## src/rtl/pool_window_seq.sv

```systemverilog
// 2x2 pooling window sequencer: buffers the top row of each row pair and
// replays every 2x2 window as four consecutive words for the max_reg stage.
module pool_window_seq #(
  parameter int DATA_W = 32,
  parameter int IMG_W  = 4,
  parameter int IMG_H  = 4
) (
  input  logic              clk,
  input  logic              master_rst,
  input  logic [DATA_W-1:0] in_data,
  input  logic              in_valid,
  output logic              pause_inputs,
  output logic [DATA_W-1:0] out_data,
  output logic              out_valid,
  output logic              out_first,
  output logic              out_last,
  output logic              frame_done
);

  localparam int CW = (IMG_W > 1) ? $clog2(IMG_W) : 1;
  localparam int RW = (IMG_H > 1) ? $clog2(IMG_H) : 1;
  localparam logic [CW-1:0] LAST_COL = CW'(IMG_W - 1);
  localparam logic [RW-1:0] LAST_ROW = RW'(IMG_H - 1);

  typedef enum logic [1:0] {
    FILL_TOP,
    BOT_EVEN,
    BOT_ODD,
    EMIT
  } state_t;

  state_t            state, state_nx;
  logic [CW-1:0]     col, col_nx;
  logic [RW-1:0]     row, row_nx;
  logic [1:0]        k, k_nx;
  logic [DATA_W-1:0] lbuf [IMG_W];
  logic [DATA_W-1:0] bot0, bot1;
  logic              accept;

  logic [DATA_W-1:0] data_nx;
  logic              valid_nx, first_nx, last_nx, done_nx;

  // pause_inputs is high exactly in EMIT, so this is also "not replaying".
  assign accept = in_valid & ~pause_inputs;

  // NOTE: every combinational output gets a default first so no path leaves
  // a variable unassigned, which would otherwise infer a latch.
  always_comb begin
    state_nx = state;
    col_nx   = col;
    row_nx   = row;
    k_nx     = k;
    case (state)
      FILL_TOP: begin
        if (accept) begin
          if (col == LAST_COL) begin
            col_nx   = '0;
            row_nx   = row + RW'(1);
            state_nx = BOT_EVEN;
          end else begin
            col_nx = col + CW'(1);
          end
        end
      end
      BOT_EVEN: begin
        if (accept) begin
          col_nx   = col + CW'(1);
          state_nx = BOT_ODD;
        end
      end
      BOT_ODD: begin
        if (accept) begin
          k_nx     = 2'd0;
          state_nx = EMIT;
        end
      end
      EMIT: begin
        if (k == 2'd3) begin
          k_nx = 2'd0;
          if (col != LAST_COL) begin
            col_nx   = col + CW'(1);
            state_nx = BOT_EVEN;
          end else begin
            col_nx   = '0;
            row_nx   = (row == LAST_ROW) ? '0 : row + RW'(1);
            state_nx = FILL_TOP;
          end
        end else begin
          k_nx = k + 2'd1;
        end
      end
      default: state_nx = FILL_TOP;
    endcase
  end

  // Outputs are registered from the next-state view so out_first lands in
  // the cycle right after the bottom-odd pixel is accepted.
  always_comb begin
    data_nx  = '0;
    valid_nx = (state_nx == EMIT);
    first_nx = 1'b0;
    last_nx  = 1'b0;
    done_nx  = 1'b0;
    if (valid_nx) begin
      case (k_nx)
        2'd0:    data_nx = lbuf[col - CW'(1)];
        2'd1:    data_nx = lbuf[col];
        2'd2:    data_nx = bot0;
        default: data_nx = bot1;
      endcase
      first_nx = (k_nx == 2'd0);
      last_nx  = (k_nx == 2'd3);
      done_nx  = last_nx && (col == LAST_COL) && (row == LAST_ROW);
    end
  end

  // NOTE: sequential state uses non-blocking assignments so every register
  // samples pre-edge values regardless of statement order.
  always_ff @(posedge clk or posedge master_rst) begin
    if (master_rst) begin
      state        <= FILL_TOP;
      col          <= '0;
      row          <= '0;
      k            <= '0;
      bot0         <= '0;
      pause_inputs <= 1'b0;
      out_data     <= '0;
      out_valid    <= 1'b0;
      out_first    <= 1'b0;
      out_last     <= 1'b0;
      frame_done   <= 1'b0;
    end else begin
      state        <= state_nx;
      col          <= col_nx;
      row          <= row_nx;
      k            <= k_nx;
      if (accept && state == BOT_EVEN) bot0 <= in_data;
      pause_inputs <= valid_nx;
      out_data     <= data_nx;
      out_valid    <= valid_nx;
      out_first    <= first_nx;
      out_last     <= last_nx;
      frame_done   <= done_nx;
    end
  end

  // NOTE: the line buffer and bot1 carry no reset; they are always written
  // before being read, so resetting them would only cost reset fan-out.
  always_ff @(posedge clk) begin
    if (accept && state == FILL_TOP) lbuf[col] <= in_data;
    if (accept && state == BOT_ODD)  bot1      <= in_data;
  end

endmodule
```

## config.mk

```make
export PLATFORM = sky130hd
export DESIGN_NAME = pool_window_seq
export DESIGN_NICKNAME = d
export VERILOG_FILES = /design/src/rtl/pool_window_seq.sv
export SDC_FILE = /design/constraint.sdc
export NUM_CORES = 1
export LEC_CHECK = 0
export ABC_AREA = 0
export BUFFER_PORTS_ARGS = -buffer_cell sky130_fd_sc_hd__buf_2
export CAP_MARGIN = 20
export CORE_MARGIN = 2
export CORE_UTILIZATION = 51
export CTS_CLUSTER_DIAMETER = 40
export DETAILED_ROUTE_END_ITERATION = 6
export PLACE_DENSITY = 0.69
export SKIP_LAST_GASP = 1
export SLEW_MARGIN = 40
export SYNTH_ARGS = -nofsm -noshare
export SYNTH_HDL_FRONTEND = slang
export SYNTH_SLANG_ARGS = --single-unit
```

## constraint.sdc

```tcl
create_clock -name clk -period 5.4 [get_ports clk]
set_clock_uncertainty 0.2 [all_clocks]
set_input_delay 0.54 -clock clk [delete_from_list [all_inputs] [get_ports clk]]
set_output_delay 0.54 -clock clk [all_outputs]
set_load 0.01 [all_outputs]
```

# Yosys cells after proc, flatten, opt, wreduce, memory -nomap -nowiden
# Memory sizes are Yosys's and may differ from the RTL's.
# Cells that the tools add are included.
[op_classes]
n_eq_ne = 16
n_addsub = 4
n_reduce_logical = 11
n_mux = 29
bitwise_logic = 2
[ops]
columns = ["cell", "count"]
rows = [
  ["$pmux 32 s3", 1],
  ["$mux 2", 17],
  ["$mux 32", 1],
  ["$eq 2x2->1 const B", 8],
  ["$ne 2x2->1 const B", 6],
  ["$pmux 2 s2", 2],
  ["$pmux 2 s4", 1],
  ["$add 2x1->2 const B", 3],
  ["$mux 1", 6],
  ["$pmux 2 s3", 1],
  ["$logic_and 1x1->1", 5],
  ["$reduce_and 5->1", 1],
  ["$eq 2x1->1 const B", 2],
  ["$logic_not 2->1", 2],
  ["$reduce_and 4->1", 1],
  ["$reduce_bool 3->1", 1],
  ["$reduce_bool 2->1", 1],
  ["$sub 2x1->2 const B", 1],
  ["$and 1x1->1", 1],
  ["$not 1->1", 1],
]
[word_totals]
in_bits = 35
mem_bits_rw = 128
out_inout_bits = 37
mem_count = 1
elab_cells = 74
ff_bits = 108
[memory_table]
columns = ["memory", "words", "width", "read_ports", "rd_ports_with_merged_regs", "wr", "line", "rtl"]
rows = [
  ["lbuf", 4, 32, 2, 0, 1, "36", "logic [DATA_W-1:0] lbuf [IMG_W];"],
]

# Longest topological paths before layout
# Gate-level depths: netlist of run 1.
[logic_depth]
depth_word = 8
mapped_depth = 10

# Worst setup path after synthesis of run 1
# Ideal clock, no wire load.
[synth_path]
path_type = "register to register"
startpoint = "register col[0]"
endpoint = "memory lbuf[2][0] (enable)"
required_time_ns = 4.808
arrival_time_ns = 1.823
stages_incl_launch_ff = 7
synth_period_minus_slack_ns = 2.415
path_slack_ns = 2.985
path_buffers = 3
path_cell_list = "dfrtp_1 > buf_6 > buf_12 > buf_12 > inv_1 > ha_1 > and3_1"
[synth_lines]
columns = ["element", "line", "rtl"]
rows = [
  ["start: declaration", "33", "logic [CW-1:0] col, col_nx;"],
  ["start signal: assignment", "134", "col <= col_nx;"],
  ["end: declaration", "36", ""],
]
# No word-level cell before the write port.

# Final worst setup path of run 1
[layout_path]
startpoint = "register col[1]"
endpoint = "register out_data[28]"
[layout_via]
elab_chain_cells = 6
word_cells_on_any_way = 12
cone_classes = "add/sub: 1; eq/ne: 3; mux: 7; memory: 1"
[layout_lines]
columns = ["element", "line", "rtl"]
rows = [
  ["branches (longest 5 deep; another with $mem_v2 4x32)", "-", ""],
  ["$mux 32 (*)", "104", "if (valid_nx) begin"],
  ["named net data_nx[28]", "40", "logic [DATA_W-1:0] data_nx;"],
  ["end signal: assignment", "139", "out_data <= data_nx;"],
  ["end: declaration", "13", "output logic [DATA_W-1:0] out_data,"],
]
# Mark *: on every way through the listed nets, which the timed path passes.
# A chain may end at the register's enable or synchronous reset.

==> run_results.csv, run 1 <==
group,metric,value,unit
status,run_status,"finished clean",
synth,async_flop_share,32.2,%
floorplanning,core,19500,µm²
grt,grt_overflow,0,
critical_path,crit_path_top_delay_cell,"dfrtp_4",
place,place_area,10700,µm²
place,hpwl,11000,µm
grt,antenna_found_initial,0,
critical_path,crit_type,"flop to flop",
cts,numCtsBuffers,30,
floorplanning,die_w,146,µm
timing,setup_tns,0,ns
critical_path,cp_max_fo,35,
timing,fin_crit_sh,50.1,%
final_layout,area_growth,14.6,%
detailed_routing,final_antenna_net_count,0,
synth,synthTopCellsByArea,"edfxtp_1 47%, dfrtp_1 19%, mux4_2 9.9%",
timing,finalHoldViolCount,0,
floorplanning,num_io_pins,72,
cts,clk_latency,0.54,ns
synth,yosysTopAreaCell,"edfxtp_1",
cts,clk_pin_slew,0.06,ns
synth,yosys_warnings,0,
floorplanning,die_area,21200,µm²
final_layout,nNetsFinal,635,
synth,synth_edf_count,160,
timing,timing.final.ws_setup,2.69,ns
detailed_routing,drtIter0Drc,329,
flow_run,drv_cap,0,
detailed_routing,drtPass1Iterations,4,
place,numPortBuffers,71,
synth,netlist_area,10200,µm²
critical_path,max_stage_delay,0.78,ns
timing,finalSetupViolCount,0,
hold_path,hold_path_class,"input port to flop",
cts,cts_tree,"done",
synth,synth.avg_cell_area,19.8,µm²
cts,post_cts_buffers,0,
cts,post_cts_resize_count,0,
critical_path,crit_required,5.59,ns
synth,ys.flop_type,"edfxtp_1",
critical_path,r2r_cells,5,
cts,clock_sinks,236,
critical_path,rrSetupSlack,2.69,ns
critical_path,cp.arrival,2.89,ns
timing,slew_viol_final,0,
timing,tightest_slew,0.718,ns
hold_path,min_to,"lbuf[0][10]",
place,place.gp.congestion,0.712,
critical_path,path_cells,"inv_1 -> ha_4 -> mux4_2 -> mux2i_1 -> o22ai_1",
timing,period_needed,2.71,ns
cts,cts_hold_buf,1,
grt,grt_first_pass_wirelength,30900,µm
detailed_routing,viasPerCell,5.80,
synth,synth-seq-area-share,65.7,%
synth,synth-seq-cells,236,
grt,grt_max_degree,65,
critical_path,startpoint_type,"flop",
synth,yosysTopAreaCellShare,47.0,%
detailed_routing,drc,0,
critical_path,r2r-end,"out_data[28]",
final_layout,postLayoutCoreUtil,60.0,%
timing,relSlewSlack,52.2,%
cts,htree_levels,1,
detailed_routing,wl_per_cell,21.9,µm
floorplanning,rows,51,
detailed_routing,vias,5131,
synth,synth_nets,557,
timing,fmax,0.369,GHz
timing,holdWs,0.0359,ns
power,cellLeakagePower,4.58,nW
place,pre_cts_ws,2.66,ns
hold_path,hold_path_depth,1,
cts,cts_root_buffer,"clkbuf_16",
timing,rsz0062_at_grt,"no",
floorplanning,initial_utilization,52.3,%
hold_path,min_from,"in_data[10]",
synth,syn_inst,516,
final_layout,final_cell_area,11700,µm²
critical_path,rr_startpoint,"col[1]",
synth,ys_types,39,
grt,grt_pass1_vias,5554,
detailed_routing,wl,19400,µm
floorplanning,die_h,146,µm
critical_path,end_kind,"flop",
grt,grt.total_usage,18.6,%
cts,clk_path_buf_depth,3,
final_layout,drive_above_1_share,34.6,%
final_layout,final.fill_count,1471,
power,vdd_drop_max,0.351,mV
power,p_per_area,589,nW/µm²
## cell type report
class	count	area, µm²	area share (%)
Sequential cell	236	6710	57.3
Multi-Input combinational cell	240	3130	26.7
Clock buffer	36	815	6.96
Timing Repair Buffer	81	522	4.46
Tap cell	265	332	2.83
Clock inverter	20	173	1.47
Inverter	5	20.0	0.171
Antenna cell	1	2.50	0.0214
## critical path, delay by kind of cell (launching register included)
family | cells | cell delay [ns]
AO/OA/AOI/OAI | 1 | 0.10
adder cells (fa/ha/maj) | 1 | 0.63
buffers and inverters | 1 | 0.21
flip-flops | 1 | 0.78
multiplexers | 2 | 0.59
## power by group
part           total (mW)  switching (mW)  internal [mW]
logic                2.50            1.24           1.26
clock network        1.92           0.776           1.14
registers            2.48           0.211           2.27
## cell usage after synthesis, types with 2 or more instances
library cell / count
a21oi_1: 2
and2_1: 2
and3_1: 6
buf_12: 8
buf_2: 7
buf_4: 3
buf_6: 3
buf_8: 2
clkbuf_8: 8
dfrtp_1: 76
edfxtp_1: 160
ha_1: 6
inv_1: 3
inv_2: 2
mux2_1: 16
mux2_2: 18
mux2i_1: 64
mux4_1: 19
mux4_2: 45
nand2_1: 4
nand3_1: 3
nor2_1: 6
nor2b_4: 2
o21ai_0: 3
o21ai_1: 3
o22ai_1: 32
## placed cells by master, fill, tap and decap left out, drive strengths merged
cell type,synthesis,final
o21ai,7,7
diode,0,1
nor2,6,6
mux4,64,64
mux2i,64,64
a21oi,3,3
bufinv,0,1
clkinvlp,0,4
a32o,1,1
clkinv,0,10
nand3,3,3
and3,6,6
dlygate4sd3,0,1
inv,5,10
nand2b,1,1
ha,6,6
edfxtp,160,160
o22ai,32,32
and2,2,2
mux2,34,34
buf,23,79
nand2,4,4
clkbuf,10,37
a31oi,1,1
a211oi,1,1
dfrtp,76,76
nor2b,4,4
nor3b,1,1
## cell families (layout without fill, tap and decap cells)
logic type | Yosys count | count (layout) | synth area share [%]
buf+inv | 40 | 142 | 4.34
compound gates | 45 | 45 | 2.83
fa+ha+maj | 6 | 6 | 0.735
flops | 236 | 236 | 65.7
mux | 162 | 162 | 24.8
other cells | 0 | 1 | 0
simple gates | 27 | 27 | 1.60
## how the worst max path moves through the flow
stage,to,cells after the start,start,slack (ns)
detailed placement,out_data[28],5,col[1],2.66
global route,out_data[11],5,col[1],2.56
CTS,out_data[28],5,col[1],2.64
global placement,out_data[11],5,col[1],2.11
finish,out_data[28],5,col[1],2.69
floorplan,bot0[0],1,master_rst,2.72
## sequential cells by signal (all words and copies together) (netlist names)
signal,count
frame_done,1
out_valid,1
state,2
col,2
out_first,1
lbuf,128
row,2
k,2
bot1,32
bot0,32
out_data,32
out_last,1
## stage by stage
step           power (mW)  std cells
2_1_floorplan        4.62        516
3_3_place_gp         4.83        820
3_5_place_dp         5.05        826
4_1_cts              6.97        883
5_1_grt              7.24        883
6_report             6.90        884
## routing by layer
layer	GRT usage, %	wire (µm)	up-vias
li1	-	-	2275
met1	24.8	8330	2725
met2	32.1	10000	107
met3	3.32	725	24
met4	5.10	310	0
met5	0	0	-
Power figures use the tool's default switching activity.
==> run 2, diff against run 1 <==
clock period = 2.5 ns   (was 5.4 ns; I/O delays follow)
==> run 2 against run 1 <==
  * Sequential share of layout area shrank 2.6 points
  * Maximum frequency up 26%
  * First-iteration DRC count decreased by 15%
  * Routed wire length is 5.2% higher
  * Setup slack got worse by 2.3 ns
  * Final area grew 4.8%
  * Critical endpoint is now out_data[24]
  * Via count up 6.3%
  * Hold slack gained 0.10 ns
  * Combinational power is 130% higher
  * Clock-buffer cell count did not move
  * Utilization rose by 2.9 points
  * Sequential power grew 110%
==> run_results.csv, run 2 (synthesis results as in run 1) <==
group,metric,value,unit
cts,numCtsBuffers,30,
floorplanning,die_h,146,µm
critical_path,crit_type,"flop to flop",
cts,clk_latency,0.54,ns
timing,period_needed,2.15,ns
flow_run,drv_cap,0,
final_layout,drive_above_1_share,35.0,%
critical_path,rrSetupSlack,0.35,ns
place,place.gp.congestion,0.731,
floorplanning,die_w,146,µm
status,run_status,"finished clean",
timing,rsz0062_at_grt,"no",
timing,finalSetupViolCount,0,
floorplanning,die_area,21200,µm²
grt,antenna_found_initial,0,
final_layout,largest_reg_flops,128,
final_layout,final_common_cell,"edfxtp_1",
final_layout,largest_register,"lbuf",
power,total_power,15.3,mW
timing,fin_crit_sh,85.9,%
detailed_routing,wl_per_cell,21.8,µm
cts,htree_levels,1,
floorplanning,initial_utilization,52.3,%
grt,grt_max_degree,69,
cts,clk_pin_slew,0.06,ns
critical_path,end_kind,"flop",
timing,tightest_slew,0.683,ns
detailed_routing,drtPass1Iterations,5,
floorplanning,num_io_pins,72,
grt,grt_overflow,0,
cts,post_cts_resize_count,0,
critical_path,crit_buf_inv,1,
detailed_routing,final_antenna_net_count,0,
timing,fmax,0.465,GHz
place,placed_cells,847,
detailed_routing,drc,0,
timing,slew_viol_final,0,
critical_path,crit_path_top_delay_cell,"o21ai_4",
final_layout,final_cell_mix,"160 x edfxtp_1, 74 x dfrtp_1, 71 x buf_2, 64 x mux2i_1, 45 x mux4_2",
detailed_routing,vias,5452,
final_layout,instances_no_fill,937,
critical_path,crit_required,2.69,ns
cts,clk_path_buf_depth,3,
place,hpwl,12300,µm
detailed_routing,viasPerCell,5.82,
grt,grt.total_usage,19.9,%
detailed_routing,drtIter0Drc,280,
timing,setup_tns,0,ns
final_layout,antenna_cells,0,
timing,timing.final.ws_setup,0.352,ns
place,numPortBuffers,71,
critical_path,max_stage_delay,0.52,ns
cts,cts_tree,"done",
critical_path,cp.arrival,2.34,ns
power,p_per_area,1250,nW/µm²
grt,grt_first_pass_wirelength,32900,µm
floorplanning,rows,51,
critical_path,path_cells,"ha_1 -> nor2b_2 -> nor2b_1 -> o21ai_4 -> buf_12 -> o22ai_1",
timing,relSlewSlack,54.4,%
critical_path,crit_family,"compound AO/OA/AOI/OAI gates",
timing,finalHoldViolCount,0,
power,vdd_drop_max,0.900,mV
cts,cts_root_buffer,"clkbuf_16",
grt,grt_pass1_vias,5891,
critical_path,cp_max_fo,18,
detailed_routing,wl,20400,µm
final_layout,area_growth,20.1,%
hold_path,hold_path_class,"input port to asynchronous set/reset pin",
cts,clock_sinks,236,
critical_path,startpoint_type,"flop",
place,pre_cts_ws,0.335,ns
final_layout,nNetsFinal,689,
power,cellLeakagePower,4.86,nW
floorplanning,core,19500,µm²
## run 2: path summary, 6_finish.rpt
kind                             from           end  cells after the start
setup / recovery                 k[0]  out_data[24]                      6
min in group clk             bot0[17]      bot0[17]                      1
max in group asynchronous  master_rst  out_data[19]                      4
hold reg to reg              bot0[17]      bot0[17]                      1
hold / removal             master_rst   out_data[2]                      3
setup reg to reg                 k[0]  out_data[24]                      6
## run 2: final cells by class
type	count	area [µm²]
Clock inverter	20	234
Clock buffer	36	815
Sequential cell	236	6710
Multi-Input combinational cell	240	3100
Inverter	5	20.0
Tap cell	265	332
Fill cell	1395	7260
Timing Repair Buffer	135	1060
## run 2: worst reg2reg max path: cells and delay by family, from the launching register on
kind	cells	cell delay [ns]
buffers and inverters	1	0.26
and+or+nand+nor	2	0.23
AOI/OAI and AO/OA	2	0.64
DFF	1	0.43
adders and majority gates	1	0.26
## run 2: metal layers
layer / vias up / GRT usage, % / part of all wire [%]
met4: 0 / 5.10 / 1.6
li1: 2405 / - / -
met1: 2879 / 26.4 / 43
met3: 33 / 3.10 / 4.2
met5: - / 0 / 0
met2: 135 / 34.6 / 52
## run 2: repair_timing
action                                 4_1_cts  5_1_grt
buffers inserted                             0        0
endpoints found under the hold margin      225        0
hold buffers                                34        0
## run 2: where the power goes
part	total, mW	internal [mW]	switching [mW]
Combinational	5.73	2.85	2.89
Sequential	5.19	4.90	0.292
Clock	4.36	2.75	1.61
Total	15.3	10.5	4.79
## run 2: metrics by stage
stage          hold WS (ns)  area (µm²)  utilization [%]
3_5_place_dp          0.170       10900             55.7
6_report              0.140       12300             62.8
5_1_grt               0.193       12300             62.8
2_1_floorplan         0.149       10200                -
4_1_cts               0.145       12300             62.8
3_3_place_gp          0.151       10900             55.7
